[src/rtl/legv8_pkg.sv]
// Shared encodings for the LEGv8 multi-cycle sequencer: states, opcodes,
// function/PC-select codes and ControlWord field offsets.
package legv8_pkg;

  typedef enum logic [1:0] {
    ST_FETCH = 2'd0,
    ST_EXEC  = 2'd1,
    ST_LOAD2 = 2'd2,
    ST_HALT  = 2'd3
  } state_t;

  typedef enum logic [3:0] {
    CLS_ILLEGAL = 4'd0,
    CLS_ADD     = 4'd1,
    CLS_SUB     = 4'd2,
    CLS_AND     = 4'd3,
    CLS_ORR     = 4'd4,
    CLS_ADDI    = 4'd5,
    CLS_SUBI    = 4'd6,
    CLS_LDUR    = 4'd7,
    CLS_STUR    = 4'd8,
    CLS_CBZ     = 4'd9,
    CLS_B       = 4'd10
  } iclass_t;

  localparam logic [10:0] OP_ADD  = 11'b10001011000;
  localparam logic [10:0] OP_SUB  = 11'b11001011000;
  localparam logic [10:0] OP_AND  = 11'b10001010000;
  localparam logic [10:0] OP_ORR  = 11'b10101010000;
  localparam logic [9:0]  OP_ADDI = 10'b1001000100;
  localparam logic [9:0]  OP_SUBI = 10'b1101000100;
  localparam logic [10:0] OP_LDUR = 11'b11111000010;
  localparam logic [10:0] OP_STUR = 11'b11111000000;
  localparam logic [7:0]  OP_CBZ  = 8'b10110100;
  localparam logic [5:0]  OP_B    = 6'b000101;

  localparam logic [4:0] FS_AND = 5'b00000;
  localparam logic [4:0] FS_ORR = 5'b00100;
  localparam logic [4:0] FS_ADD = 5'b01000;
  localparam logic [4:0] FS_SUB = 5'b01001;

  localparam logic [1:0] PS_HOLD  = 2'b00;
  localparam logic [1:0] PS_INC   = 2'b01;
  localparam logic [1:0] PS_BR    = 2'b10;
  localparam logic [1:0] PS_LDCON = 2'b11;

  localparam int CW_DA     = 0;
  localparam int CW_SA     = 5;
  localparam int CW_SB     = 10;
  localparam int CW_FS     = 15;
  localparam int CW_PS     = 20;
  localparam int CW_WR     = 22;
  localparam int CW_WM     = 23;
  localparam int CW_SL     = 24;
  localparam int CW_BSEL   = 25;
  localparam int CW_PCSEL  = 26;
  localparam int CW_EN_ALU = 27;
  localparam int CW_EN_MEM = 28;
  localparam int CW_EN_PC  = 29;
  localparam int CW_CONST  = 30;
  localparam int CW_W      = 94;

  // Opcode fields have different widths, so match each at its own width.
  function automatic iclass_t classify(input logic [31:0] ir);
    iclass_t c;
    c = CLS_ILLEGAL;
    if (ir[31:21] == OP_ADD)       c = CLS_ADD;
    else if (ir[31:21] == OP_SUB)  c = CLS_SUB;
    else if (ir[31:21] == OP_AND)  c = CLS_AND;
    else if (ir[31:21] == OP_ORR)  c = CLS_ORR;
    else if (ir[31:22] == OP_ADDI) c = CLS_ADDI;
    else if (ir[31:22] == OP_SUBI) c = CLS_SUBI;
    else if (ir[31:21] == OP_LDUR) c = CLS_LDUR;
    else if (ir[31:21] == OP_STUR) c = CLS_STUR;
    else if (ir[31:24] == OP_CBZ)  c = CLS_CBZ;
    else if (ir[31:26] == OP_B)    c = CLS_B;
    else                           c = CLS_ILLEGAL;
    return c;
  endfunction

endpackage

[src/rtl/legv8_decode.sv]
// Combinational instruction decoder: class, illegal flag, register fields
// and the four immediate forms, all extended to 64 bits.
module legv8_decode
  import legv8_pkg::*;
(
  input  logic [31:0] i_ir,
  output iclass_t     o_iclass,
  output logic        o_illegal,
  output logic [4:0]  o_rd,
  output logic [4:0]  o_rn,
  output logic [4:0]  o_rm,
  output logic [63:0] o_imm12,
  output logic [63:0] o_imm_dt,
  output logic [63:0] o_imm_cb,
  output logic [63:0] o_imm_b
);

  assign o_iclass  = classify(i_ir);
  assign o_illegal = (classify(i_ir) == CLS_ILLEGAL);

  assign o_rd = i_ir[4:0];
  assign o_rn = i_ir[9:5];
  assign o_rm = i_ir[20:16];

  // Branch offsets are word counts, hence the trailing two zero bits.
  assign o_imm12  = {52'd0, i_ir[21:10]};
  assign o_imm_dt = {{55{i_ir[20]}}, i_ir[20:12]};
  assign o_imm_cb = {{43{i_ir[23]}}, i_ir[23:5], 2'b00};
  assign o_imm_b  = {{36{i_ir[25]}}, i_ir[25:0], 2'b00};

endmodule

[src/rtl/legv8_sequencer.sv]
// Multi-cycle LEGv8 control sequencer: FETCH/EXEC/LOAD2/HALT FSM, instruction
// register, retired counter and ControlWord assembly for DatapathLEGv8.
module legv8_sequencer
  import legv8_pkg::*;
#(
  parameter int CNT_W = 16
) (
  input  logic             clock,
  input  logic             reset,
  input  logic [31:0]      instruction,
  input  logic [4:0]       status,
  input  logic             enable,
  output logic [93:0]      ControlWord,
  output logic [1:0]       state,
  output logic             halted,
  output logic [CNT_W-1:0] retired
);

  state_t           r_state;
  state_t           w_state_nxt;
  logic [31:0]      r_ir;
  logic [31:0]      w_ir_nxt;
  logic [CNT_W-1:0] r_retired;
  logic             w_retire;

  iclass_t     w_cls;
  logic        w_ir_illegal;
  logic [4:0]  w_rd;
  logic [4:0]  w_rn;
  logic [4:0]  w_rm;
  logic [63:0] w_imm12;
  logic [63:0] w_imm_dt;
  logic [63:0] w_imm_cb;
  logic [63:0] w_imm_b;

  logic [63:0] w_const;
  logic        w_en_pc;
  logic        w_en_mem;
  logic        w_en_alu;
  logic        w_pcsel;
  logic        w_bsel;
  logic        w_sl;
  logic        w_wm;
  logic        w_wr;
  logic [1:0]  w_ps;
  logic [4:0]  w_fs;
  logic [4:0]  w_sb;
  logic [4:0]  w_sa;
  logic [4:0]  w_da;

  logic w_unused_ok;

  legv8_decode u_decode (
    .i_ir      (r_ir),
    .o_iclass  (w_cls),
    .o_illegal (w_ir_illegal),
    .o_rd      (w_rd),
    .o_rn      (w_rn),
    .o_rm      (w_rm),
    .o_imm12   (w_imm12),
    .o_imm_dt  (w_imm_dt),
    .o_imm_cb  (w_imm_cb),
    .o_imm_b   (w_imm_b)
  );

  // An illegal IR can never reach EXEC, so the decoder's flag is informational here.
  assign w_unused_ok = &{1'b0, status[4:1], w_ir_illegal};

  always_comb begin
    w_state_nxt = r_state;
    w_ir_nxt    = r_ir;
    w_retire    = 1'b0;
    case (r_state)
      ST_FETCH: begin
        if (enable) begin
          w_ir_nxt    = instruction;
          w_state_nxt = (classify(instruction) == CLS_ILLEGAL) ? ST_HALT : ST_EXEC;
        end else begin
          w_state_nxt = ST_FETCH;
        end
      end
      ST_EXEC: begin
        if (w_cls == CLS_LDUR) begin
          w_state_nxt = ST_LOAD2;
        end else begin
          w_state_nxt = ST_FETCH;
          w_retire    = 1'b1;
        end
      end
      ST_LOAD2: begin
        w_state_nxt = ST_FETCH;
        w_retire    = 1'b1;
      end
      ST_HALT:  w_state_nxt = ST_HALT;
      default:  w_state_nxt = ST_FETCH;
    endcase
  end

  always_ff @(posedge clock) begin
    if (!reset) begin
      r_state   <= ST_FETCH;
      r_ir      <= 32'd0;
      r_retired <= '0;
    end else begin
      r_state <= w_state_nxt;
      r_ir    <= w_ir_nxt;
      if (w_retire) begin
        r_retired <= r_retired + 1'b1;
      end else begin
        r_retired <= r_retired;
      end
    end
  end

  always_comb begin
    w_const  = 64'd0;
    w_en_pc  = 1'b0;
    w_en_mem = 1'b0;
    w_en_alu = 1'b0;
    w_pcsel  = 1'b0;
    w_bsel   = 1'b0;
    w_sl     = 1'b0;
    w_wm     = 1'b0;
    w_wr     = 1'b0;
    w_ps     = PS_HOLD;
    w_fs     = 5'd0;
    w_sb     = 5'd0;
    w_sa     = 5'd0;
    w_da     = 5'd0;
    case (r_state)
      ST_EXEC: begin
        case (w_cls)
          CLS_ADD, CLS_SUB, CLS_AND, CLS_ORR: begin
            w_da     = w_rd;
            w_sa     = w_rn;
            w_sb     = w_rm;
            w_wr     = 1'b1;
            w_en_alu = 1'b1;
            w_ps     = PS_INC;
            case (w_cls)
              CLS_SUB: w_fs = FS_SUB;
              CLS_AND: w_fs = FS_AND;
              CLS_ORR: w_fs = FS_ORR;
              default: w_fs = FS_ADD;
            endcase
          end
          CLS_ADDI, CLS_SUBI: begin
            w_da     = w_rd;
            w_sa     = w_rn;
            w_bsel   = 1'b1;
            w_const  = w_imm12;
            w_fs     = (w_cls == CLS_SUBI) ? FS_SUB : FS_ADD;
            w_wr     = 1'b1;
            w_en_alu = 1'b1;
            w_ps     = PS_INC;
          end
          // First LDUR cycle only forms the address; the PC holds until LOAD2.
          CLS_LDUR: begin
            w_sa    = w_rn;
            w_bsel  = 1'b1;
            w_const = w_imm_dt;
            w_fs    = FS_ADD;
          end
          CLS_STUR: begin
            w_sa    = w_rn;
            w_sb    = w_rd;
            w_bsel  = 1'b1;
            w_const = w_imm_dt;
            w_fs    = FS_ADD;
            w_wm    = 1'b1;
            w_ps    = PS_INC;
          end
          CLS_CBZ: begin
            w_sa    = 5'd31;
            w_sb    = w_rd;
            w_fs    = FS_ADD;
            w_const = w_imm_cb;
            w_ps    = status[0] ? PS_BR : PS_INC;
          end
          CLS_B: begin
            w_const = w_imm_b;
            w_ps    = PS_BR;
          end
          default: w_ps = PS_HOLD;
        endcase
      end
      ST_LOAD2: begin
        w_sa     = w_rn;
        w_bsel   = 1'b1;
        w_const  = w_imm_dt;
        w_fs     = FS_ADD;
        w_da     = w_rd;
        w_en_mem = 1'b1;
        w_wr     = 1'b1;
        w_ps     = PS_INC;
      end
      default: w_ps = PS_HOLD;
    endcase
  end

  assign ControlWord = {w_const, w_en_pc, w_en_mem, w_en_alu, w_pcsel, w_bsel, w_sl,
                        w_wm, w_wr, w_ps, w_fs, w_sb, w_sa, w_da};
  assign state       = r_state;
  assign halted      = (r_state == ST_HALT);
  assign retired     = r_retired;

endmodule

[config.mk]
export PLATFORM = sky130hd
export DESIGN_NAME = legv8_sequencer
export DESIGN_NICKNAME = d
export VERILOG_FILES = /design/src/rtl/legv8_pkg.sv /design/src/rtl/legv8_decode.sv /design/src/rtl/legv8_sequencer.sv
export SDC_FILE = /design/constraint.sdc
export NUM_CORES = 1
export LEC_CHECK = 0
export ABC_CLOCK_PERIOD_IN_PS = 10800
export CORE_MARGIN = 2
export CORE_UTILIZATION = 47
export CTS_CLUSTER_DIAMETER = 30
export DETAILED_ROUTE_END_ITERATION = 12
export GPL_TIMING_DRIVEN = 0
export PLACE_DENSITY = 0.86
export SLEW_MARGIN = 20
export SYNTH_ARGS = -nofsm -noshare
export SYNTH_HDL_FRONTEND = slang
export SYNTH_SLANG_ARGS = --single-unit
[constraint.sdc]
create_clock -name clock -period 10.8 [get_ports clock]
set_input_delay 2.7 -clock clock [delete_from_list [all_inputs] [get_ports clock]]
set_output_delay 2.7 -clock clock [all_outputs]
set_load 0.01 [all_outputs]
# == Yosys cells after proc, flatten, opt, wreduce, memory -nomap -nowiden ==
# Index checks and enable logic that the tools add are counted.
# totals
regBits,50
in_bits,40
output_inout_bits,113
wordCells,100
# op_classes
addsub,1
eq_ne,33
mux,51
reduce_logical,12
# ops
cell,n
$pmux W64 S4,1
$eq A11 B11 Y1 const B,12
$pmux W64 S2,1
$mux W4,22
$eq A10 B10 Y1 const B,4
$pmux W5 S2,4
$pmux W4 S3,2
$add A16 B1 Y16 const B,1
$eq A4 B3 Y1 const B,4
$eq A8 B8 Y1 const B,2
$eq A4 B4 Y1 const B,3
$eq A6 B3 Y1 const B,2
$mux W5,2
$eq A4 B2 Y1 const B,2
$mux W1,8
$mux W2,4
$pmux W2 S4,1
$pmux W4 S2,1
$reduce_or A4 Y1,2
$reduce_or A8 Y1,1
$reduce_or A7 Y1,1
$pmux W1 S2,3
$pmux W2 S3,1
$reduce_or A2 Y1,3
9 further kinds,10

# == Logic depth before layout (Yosys ltp) ==
# Gate-level depths: netlist (run 1).
# logic_depth
depth_word,17
mapped_depth,9
ltp_nobuf,8

# == By module ==
# Synthesis (run 1) repeated with hierarchy kept, for this count alone.
# hier_totals
cells_unflattened,928
hier_area_um2,6666.4
# by_module_without_submodules
module,instances,cells_per_inst,area_each_um2,seq_area_each_um2
legv8_sequencer,1,625,4406.7,1001.0
legv8_decode,1,303,2259.7,0.0

# == Least setup slack after synthesis (run 1) ==
# No wires, ideal clock.
# synth_path
kind,reg-to-output
from,reg r_ir[29]
to,out ControlWord[58]
t_arrival_ns,4.263
required_time_ns,8.100
path_slack_ns,3.837
stages_incl_launch_ff,8
n_path_buf,2
path_cell_list,dfxtp_1 -> or4b_4 -> nor3_1 -> or3_1 -> o21ai_1 -> buf_2 -> o21ai_0 -> buf_4
# synth_via
elab_chain_len,15
word_cells_on_any_way,30
cone_classes,eq/ne: 16; mux: 12; reduce/logical: 2
# synth_lines
element,line_no,rtl
start: declaration,legv8_sequencer.sv:21,logic [31:0] r_ir;
start signal: assignment,legv8_sequencer.sv:106,r_ir <= w_ir_nxt;
$eq A6 B3 Y1,legv8_pkg.sv:76,else if (ir[31:26] == OP_B) c = CLS_B;
$mux W4,legv8_pkg.sv:76,
$mux W4 (2 in a row),--,
$mux W4,legv8_pkg.sv:73,else if (ir[31:21] == OP_LDUR) c = CLS_LDUR;
$mux W4 (2 in a row),--,
$mux W4,legv8_pkg.sv:70,else if (ir[31:21] == OP_ORR) c = CLS_ORR;
$mux W4 (2 in a row),--,
$mux W4 *,--,
$eq A4 B3 Y1 / $eq A4 B4 Y1 (equally long branches),legv8_sequencer.sv:132,case (w_cls)
"$reduce_or A2 Y1, on equally long branches",--,
$pmux W64 S4 *,legv8_sequencer.sv:132,
$pmux W64 S2 *,legv8_sequencer.sv:130,case (r_state)
end: declaration,legv8_sequencer.sv:13,"output logic [93:0] ControlWord,"
# Mark *: on every way between the ends. The rest lies on a longest branch, timed or not.

# == Worst setup path after layout (run 1) ==
# layout_path
from,in status[0]
to,out ControlWord[20]
# layout_via
elab_chain_len,3
# layout_lines
element,line_no,rtl
start: declaration,legv8_sequencer.sv:11,"input logic [4:0] status,"
$mux W2,legv8_sequencer.sv:178,w_ps = status[0] ? PS_BR : PS_INC;
$pmux W2 S3,legv8_sequencer.sv:132,
$pmux W2 S2,legv8_sequencer.sv:130,
# Every way passes these cells.

==> run_results.csv, run 1 <==
group,metric,value,unit
place,dp_slack,3.624,ns
route,wl_per_cell,16.70,um
pwr,p_clk_frac,0.327,
pwr,p_sw,0.0001217,W
run_status,status,"completed",
die,ios,153,
timing,min_period,7.194,ns
clock_tree,cts-htree-levels,2,
critical_path,start_kind,"primary input",
synthesis,syn_area,3707,um2
clock_tree,clk_latency,0.31,ns
pwr,ir_drop,0.06233,mV
timing,slew_violations,0,
synthesis,synth_warnings,0,
clock_tree,cts_setup_buffers,0,
layout,layout_commonest_cell,"clkdlybuf4s50_1",
route,route.vias.total,4195,
critical_path,crit_path_end_kind,"output pin",
grt,first_global_vias,3934,
layout,antenna_cells,0,
clock_tree,root_buffer,"clkbuf_8",
clock_tree,cts.sinks,50,
synthesis,ys_seq_area_frac,0.2700,
job,cap_viol_max_count,0,
layout,utilization,0.7025,
die,dieHeight,92.82,um
route,finalWirelength,12510,um
die,start_util,0.4823,
timing,setup_ws,3.606,ns
synthesis,synth_edf_count,0,
grt,antenna_found_initial,0,
timing,setup_viol,0,
layout,num-fill-cells,674,
layout,final_cell_mix,"clkdlybuf4s50_1, nand2_1, dfxtp_1",
timing,finalCritPeriodShare,0.6661,
synthesis,synthDistinctLibCells,56,
clock_tree,tritoncts,"yes",
route,first_iter_violations,327,
critical_path,cp.arrival,4.49,ns
clock_tree,cts_made_buffers,5,
timing,tns,0,ns
clock_tree,cts_resized,0,
grt,gr-total-overflow,0,
synthesis,netlist_top_cells_area,"dfxtp_1, nand2_1, buf_4",
die,dieArea,8615,um2
timing,hold_violations,0,
synthesis,synth.top_cell.area_share,0.2700,
synthesis,async_flop_share,0,
hold_path,hold_class,"register to register",
route,antenna_left,0,
synthesis,postSynthCellCount,493,
synthesis,ys_ff_latch,50,
timing,fmax,139.0,MHz
pwr,seqPwrFrac,0.495,
pwr,power_density,77.57,nW/um2
layout,final_layout_size_suffix_gt1_frac,0.1082,
pwr,switching_share,0.2907,
synthesis,synth-main-ff-cell,"dfxtp_1",
synthesis,yosysTopAreaCell,"dfxtp_1",
grt,grt_first_pass_wirelength,19580,um
clock_tree,cts.clk_slew.worst_paths,0.09,ns
timing,worst_pin_slew,0.9890,ns
critical_path,critPathKind,"primary input to output pin",
timing,slew_headroom,0.3346,
timing,grt_setup_unrepaired,"no",
grt,grt_usage,0.2812,
critical_path,cp_data_required_time,8.10,ns
route,route.detailed.drc,0,
die,core.rowCount,32,
pwr,power,0.0004189,W
layout,area_delta_synth_final,45.66,%
layout,final_nets,693,
die,fp.coreArea,7687,um2
critical_path,crit_path_max_fanout,3,
timing,clock_skew,0.008302,ns
route,viasPerCell,5.601,
place,gp_congestion,0.9243,
synthesis,syn_avg_cell_area,7.520,um2
pwr,p_int,0.0002971,W
grt,grt_max_degree,38,
place,dp_hpwl,9645,um
pwr,pwr-share-comb,0.179,
die,die-width,92.82,um
route,dr.pass1.iters,7,
pwr,power_leakage,1.956,nW
clock_tree,postCtsHoldBufs,0,
clock_tree,clk_path_buf_depth,2,
place,io_buffers,143,
## cells in the mapped netlist, types with 5 or more instances
| master | number |
|---|---|
| nand3_1 | 6 |
| a21oi_1 | 14 |
| clkbuf_1 | 25 |
| o21a_1 | 8 |
| nand2_1 | 94 |
| nor2b_1 | 9 |
| inv_1 | 9 |
| a222oi_1 | 6 |
| a21boi_0 | 38 |
| a221oi_1 | 7 |
| xnor2_1 | 12 |
| ha_1 | 6 |
| o21ai_1 | 5 |
| nand4_1 | 8 |
| and2_1 | 17 |
| a32oi_1 | 5 |
| nand2b_1 | 8 |
| nor2_1 | 8 |
| o21ai_0 | 36 |
| buf_4 | 46 |
| nor3_1 | 10 |
| dfxtp_1 | 50 |
## per-stage QoR
stage / instance area (um2) / hold WS, ns / cells
after global placement: 5281 / 0.4658 / 742
after detailed placement: 5293 / 0.5062 / 742
after floorplan: 3722 / 0.4649 / 497
after global routing: 5400 / 0.5496 / 749
after CTS: 5400 / 0.5248 / 749
final: 5400 / 0.5262 / 749
## critical path, cell delays in order
cell             delay (ns)
clkdlybuf4s50_1        0.51
nor3_1                 0.07
o21a_1                 0.21
nor3_1                 0.32
a21oi_1                0.15
clkdlybuf4s50_1        0.53
## per-layer routing
layer / share of wire / vias to the layer above / track usage / wire length (um)
met5: 0 / - / 0 / 0
met4: 0.021 / 0 / 0.07721 / 258
met3: 0.092 / 26 / 0.05614 / 1156
met2: 0.48 / 229 / 0.4819 / 5962
met1: 0.41 / 1934 / 0.3590 / 5133
li1: - / 2006 / - / -
## kinds of logic after synthesis
group                    Yosys count  share of synthesized area
other                              1                   0.001012
multiplexers                       3                   0.008100
XOR/XNOR                          13                    0.03071
buffers and inverters             84                     0.1330
adder cells (fa/ha/maj)            6                    0.02025
AO/OA/AOI/OAI                    143                     0.2656
AND/OR/NAND/NOR                  193                     0.2713
flip-flops                        50                     0.2700
## area by class of cell
class	count	area [um2]	area share
inverter	9	33.78	0.006256
clock inverter	2	38.79	0.007183
timing repair buffer	143	1431	0.2651
sequential	50	1001	0.1854
multi-input combinational	363	2240	0.4147
tap	102	127.6	0.02363
buffer	75	459.2	0.08503
clock buffer	5	68.82	0.01274
## flip-flops by register name, summed over array words and instances, names as in the netlist
| register | cells |
|---|---|
| r_ir | 32 |
| retired | 16 |
| state | 2 |
## power by group through the flow
stage,Clock (W),Combinational [W],Sequential (W)
after detailed placement,0,0.0000738,0.000210
after global placement,0,0.0000721,0.000210
final,0.000137,0.0000749,0.000207
after floorplan,0,0.0000412,0.000206
after CTS,0.000138,0.0000741,0.000206
after global routing,0.000145,0.0000818,0.000208
## final timing paths
check / endpoint / slack, ns / startpoint / depth (start not counted)
hold reg to reg: retired[13]$_SDFFE_PN0P_ / 0.53 / retired[13]$_SDFFE_PN0P_ / 2
setup reg to reg: retired[4]$_SDFFE_PN0P_ / 8.35 / state[1]$_SDFF_PN0_ / 8
hold / removal: retired[13]$_SDFFE_PN0P_ / 0.53 / retired[13]$_SDFFE_PN0P_ / 2
setup / recovery: ControlWord[20] / 3.61 / status[0] / 6
Note: power is estimated with default switching activity, not from simulation.
==> inputs of run 2 (changes only) <==
--- a/config.mk
+++ b/config.mk
@@ -5,13 +5,13 @@
 export SDC_FILE = /design/constraint.sdc
 export NUM_CORES = 1
 export LEC_CHECK = 0
-export ABC_CLOCK_PERIOD_IN_PS = 10800
+export ABC_CLOCK_PERIOD_IN_PS = 5900
 export CORE_MARGIN = 2
-export CORE_UTILIZATION = 47
+export CORE_UTILIZATION = 40
 export CTS_CLUSTER_DIAMETER = 30
 export DETAILED_ROUTE_END_ITERATION = 12
 export GPL_TIMING_DRIVEN = 0
-export PLACE_DENSITY = 0.86
+export PLACE_DENSITY = 0.77
 export SLEW_MARGIN = 20
 export SYNTH_ARGS = -nofsm -noshare
 export SYNTH_HDL_FRONTEND = slang
==> constraint.sdc (replaced) <==
create_clock -name clock -period 5.9 [get_ports clock]
set_input_delay 1.475 -clock clock [delete_from_list [all_inputs] [get_ports clock]]
set_output_delay 1.475 -clock clock [all_outputs]
set_load 0.01 [all_outputs]
==> run_results.csv, run 2 (synthesis results as in run 1) <==
group,metric,value,unit
critical_path,critPathKind,"register to output pin",
route,met2_wirelength,5559,um
layout,design_area,5398,um2
layout,fin_cells,760,
die,fp.coreArea,9109,um2
die,dieArea,10050,um2
timing,setup_viol,0,
critical_path,cp_slowest_cell,"or4b_4",
clock_tree,cts_made_buffers,5,
critical_path,critPathMaxStageDelay,0.56,ns
critical_path,crit_family,"simple AND/OR/NAND/NOR gates",
grt,grt_max_degree,23,
pwr,power_density,132.8,nW/um2
layout,layout_commonest_cell,"clkdlybuf4s50_1",
critical_path,crit_path_max_fanout,22,
die,die-width,100.3,um
route,finalWirelength,11990,um
route,viasPerCell,5.407,
clock_tree,clk_latency,0.31,ns
timing,grt_setup_unrepaired,"no",
place,io_buffers,143,
timing,clock_skew,0.002941,ns
die,core.rowCount,35,
job,cap_viol_max_count,0,
die,start_util,0.4070,
route,dr_wl_met3,1143,um
route,route.vias.total,4109,
layout,utilization,0.5926,
critical_path,cp_data_required_time,4.43,ns
timing,setup_ws,0.4189,ns
layout,antenna_cells,0,
grt,first_global_vias,3777,
clock_tree,cts_resized,0,
timing,worst_pin_slew,0.9319,ns
clock_tree,cts.sinks,50,
layout,area_delta_synth_final,45.60,%
run_status,status,"completed",
clock_tree,tritoncts,"yes",
grt,antenna_found_initial,0,
place,postPlaceCellArea,5311,um2
place,dp_hpwl,9594,um
critical_path,crit_path_end_kind,"output pin",
hold_path,hold_class,"register to register",
layout,num-fill-cells,843,
place,dp_slack,0.8111,ns
pwr,ir_drop,0.1066,mV
grt,gr-total-overflow,0,
grt,grt_first_pass_wirelength,18910,um
layout,multiInputGateArea,2232,um2
critical_path,cp.arrival,4.01,ns
layout,final_layout_size_suffix_gt1_frac,0.1094,
place,dp.cells,752,
die,dieHeight,100.3,um
grt,grt_usage,0.2321,
timing,finalCritPeriodShare,0.9290,
route,first_iter_violations,399,
layout,largest_register_ffs,32,
timing,slew_headroom,0.3730,
clock_tree,cts-htree-levels,2,
clock_tree,postCtsHoldBufs,0,
place,gp_congestion,0.9811,
route,top_layer_used,"met4",
route,dr.pass1.iters,6,
pwr,power_leakage,1.954,nW
route,wl_per_cell,15.77,um
timing,fmax,182.4,MHz
timing,min_period,5.481,ns
layout,regArea,1001,um2
layout,regMostFlops,"r_ir",
timing,slew_violations,0,
clock_tree,clk_path_buf_depth,2,
layout,final_nets,694,
critical_path,critPathBufInv,4,
clock_tree,cts_setup_buffers,0,
layout,final_cell_mix,"clkdlybuf4s50_1, nand2_1, dfxtp_1",
route,antenna_left,0,
route,route.detailed.drc,0,
timing,hold_violations,0,
clock_tree,root_buffer,"clkbuf_8",
critical_path,path_cells,"or4b_4 > nor3_1 > or3_1 > o21ai_1 > buf_2 > o21ai_2 > buf_8 > buf_4 > clkdlybuf4s50_1",
clock_tree,cts.clk_slew.worst_paths,0.09,ns
route,wl_met1,5110,um
die,ios,153,
critical_path,start_kind,"register",
run 2: cell count changes in the layout (fill, tap and decap cells not counted), sizes merged:
| cell | previous run | this run |
|---|---|---|
| clkbuf | 30 | 31 |
| bufinv | 1 | 0 |
| buf | 50 | 51 |
| clkinv | 1 | 2 |
run 2: power by group:
part           switching, W  internal [W]
registers         0.0000270      0.000353
logic             0.0000689     0.0000656
clock network      0.000118     0.0000840
total              0.000214      0.000503
run 2: layer usage:
metal  track usage  vias to the layer above
met5             0                        -
met4       0.06006                        0
met3       0.03552                       19
met2        0.3877                      236
met1        0.3128                     1848
li1              -                     2006
run 2: tightest hold or removal path: stages (launching register included):
cell	delay, ns
dfxtp_1	0.35
nand2_1	0.06
mux2i_1	0.05
run 2: worst paths after layout:
kind | depth (start not counted) | slack [ns] | startpoint | to
min reg2reg | 2 | 0.50 | retired[13]$_SDFFE_PN0P_ | retired[13]$_SDFFE_PN0P_
max | 9 | 0.42 | r_ir[29]$_SDFFE_PN0P_ | ControlWord[72]
min | 2 | 0.50 | retired[13]$_SDFFE_PN0P_ | retired[13]$_SDFFE_PN0P_
max reg2reg | 7 | 3.49 | state[0]$_SDFF_PN0_ | retired[12]$_SDFFE_PN0P_
run 2: metrics by stage:
step	setup TNS [ns]	power, W	hold slack (ns)
after floorplan	0	0.0004521	0.4649
after global placement	-36.07	0.0005175	0.4822
after detailed placement	0	0.0005202	0.4927
after CTS	0	0.0007180	0.5060
after global routing	0	0.0007488	0.5426
final	0	0.0007171	0.5039
run 2: layout make-up:
cell class | count | area share
buffer | 75 | 0.08507
clock buffer | 6 | 0.01344
clock inverter | 2 | 0.002550
inverter | 9 | 0.006259
multi-input combinational | 363 | 0.4135
sequential | 50 | 0.1854
tap | 111 | 0.02573
timing repair buffer | 144 | 0.2680
==> inputs of run 3 (changes only) <==
--- a/config.mk
+++ b/config.mk
@@ -5,13 +5,13 @@
 export SDC_FILE = /design/constraint.sdc
 export NUM_CORES = 1
 export LEC_CHECK = 0
-export ABC_CLOCK_PERIOD_IN_PS = 5900
+export ABC_CLOCK_PERIOD_IN_PS = 5500
 export CORE_MARGIN = 2
-export CORE_UTILIZATION = 40
+export CORE_UTILIZATION = 44
 export CTS_CLUSTER_DIAMETER = 30
 export DETAILED_ROUTE_END_ITERATION = 12
 export GPL_TIMING_DRIVEN = 0
-export PLACE_DENSITY = 0.77
+export PLACE_DENSITY = 0.81
 export SLEW_MARGIN = 20
 export SYNTH_ARGS = -nofsm -noshare
 export SYNTH_HDL_FRONTEND = slang
==> constraint.sdc (replaced) <==
create_clock -name clock -period 5.5 [get_ports clock]
set_input_delay 1.375 -clock clock [delete_from_list [all_inputs] [get_ports clock]]
set_output_delay 1.375 -clock clock [all_outputs]
set_load 0.05 [all_outputs]
==> run_results.csv, run 3 (synthesis results as in run 1) <==
group,metric,value,unit
critical_path,crit_path_max_fanout,19,
critical_path,cp_data_required_time,4.12,ns
die,start_util,0.4535,
clock_tree,clk_latency,0.32,ns
timing,tns,0,ns
clock_tree,cts-htree-levels,2,
clock_tree,cts.sinks,50,
die,core.rowCount,33,
route,wl_per_cell,17.28,um
clock_tree,cts.clk_slew.worst_paths,0.09,ns
layout,regMostFlops,"r_ir",
place,dp.cells,745,
layout,final_nets,696,
layout,layout_commonest_cell,"clkdlybuf4s50_1",
grt,first_global_vias,3966,
job,cap_viol_max_count,0,
critical_path,start_kind,"register",
pwr,ir_drop,0.1144,mV
layout,fin_cells,756,
die,dieArea,9176,um2
route,finalWirelength,13070,um
grt,grt_usage,0.2810,
critical_path,crit_path_end_kind,"output pin",
layout,final_layout_size_suffix_gt1_frac,0.1152,
timing,worst_pin_slew,1.066,ns
timing,finalCritPeriodShare,0.9457,
place,dp_hpwl,10150,um
clock_tree,root_buffer,"clkbuf_8",
place,dp_slack,0.1944,ns
die,ios,153,
layout,antenna_cells,0,
run_status,status,"completed",
pwr,power,0.0008129,W
timing,slew_headroom,0.2830,
layout,largest_register_ffs,32,
route,first_iter_violations,299,
die,fp.coreArea,8175,um2
clock_tree,clk_path_buf_depth,2,
timing,slew_violations,0,
grt,grt_first_pass_wirelength,20230,um
layout,final_cell_mix,"clkdlybuf4s50_1, nand2_1, dfxtp_1",
grt,grt_max_degree,20,
route,viasPerCell,5.491,
hold_path,hold_class,"register to register",
critical_path,cp.arrival,3.83,ns
layout,design_area,5451,um2
route,route.detailed.drc,0,
timing,grt_setup_unrepaired,"no",
pwr,power_leakage,1.967,nW
route,antenna_left,0,
timing,setup_viol,0,
layout,area_delta_synth_final,47.05,%
place,gp_congestion,0.9820,
place,postPlaceCellArea,5296,um2
clock_tree,tritoncts,"yes",
clock_tree,cts_made_buffers,5,
route,dr.pass1.iters,5,
die,dieHeight,95.79,um
die,die-width,95.79,um
grt,antenna_found_initial,0,
grt,gr-total-overflow,0,
pwr,power_density,149.1,nW/um2
critical_path,critPathKind,"register to output pin",
timing,setup_ws,0.2985,ns
clock_tree,postCtsHoldBufs,0,
place,io_buffers,143,
timing,clock_skew,0.01218,ns
timing,fmax,192.3,MHz
timing,hold_violations,0,
route,route.vias.total,4151,
timing,min_period,5.202,ns
-- run 3: area by class of cell --
class | count | area, um2
Inverter | 9 | 33.78
Tap cell | 105 | 131.4
Clock buffer | 5 | 68.82
Multi-Input combinational cell | 364 | 2261
Fill cell | 722 | 2724
Clock inverter | 3 | 25.02
Buffer | 75 | 459.2
Timing Repair Buffer | 145 | 1471
Sequential cell | 50 | 1001
-- run 3: worst paths after layout --
| path | from | endpoint | slack [ns] | cells after the start |
|---|---|---|---|---|
| worst min register to register | retired[13]$_SDFFE_PN0P_ | retired[13]$_SDFFE_PN0P_ | 0.51 | 2 |
| worst min-delay path | retired[13]$_SDFFE_PN0P_ | retired[13]$_SDFFE_PN0P_ | 0.51 | 2 |
| worst max-delay path | r_ir[29]$_SDFFE_PN0P_ | ControlWord[62] | 0.30 | 9 |
| worst max register to register | state[1]$_SDFF_PN0_ | retired[14]$_SDFFE_PN0P_ | 3.03 | 8 |
-- run 3: stage by stage --
step / hold WS [ns] / util
2_1_floorplan: 0.4649 / -
3_3_place_gp: 0.4887 / 0.6469
3_5_place_dp: 0.5002 / 0.6478
4_1_cts: 0.5165 / 0.6604
5_1_grt: 0.5541 / 0.6668
6_report: 0.5082 / 0.6668
-- run 3: report_power, final --
part	switching [W]	leakage (nW)	internal, W
Combinational	0.000105	1.51	0.0000707
Clock	0.000138	0.0447	0.0000922
Sequential	0.0000279	0.408	0.000379
-- run 3: per-layer routing --
metal  vias to the layer above  track usage  wire [um]
met5                         -            0          0
met4                         0      0.08810        297
met3                        28      0.05403       1092
met2                       204       0.4913       6330
met1                      1907       0.3476       5344
li1                       2012            -          -
-- run 3: what timing repair did --
| action | in CTS | in global routing |
|---|---|---|
| pin swaps | 1 | 2 |
| gates resized for setup | 0 | 2 |
| endpoints found under the hold margin | 0 | 0 |
| endpoints found under the setup margin | 37 | 37 |
| gates cloned | 1 | 0 |
| setup buffers | 0 | 2 |
-- run 3: critical path, cell delays in order (launching register included) --
cell             delay, ns
dfxtp_1               0.50
or4b_4                0.57
or3_1                 0.45
nor2_1                0.20
a21oi_1               0.14
a21boi_0              0.30
o21ai_4               0.26
buf_12                0.17
buf_4                 0.11
clkdlybuf4s50_1       0.81
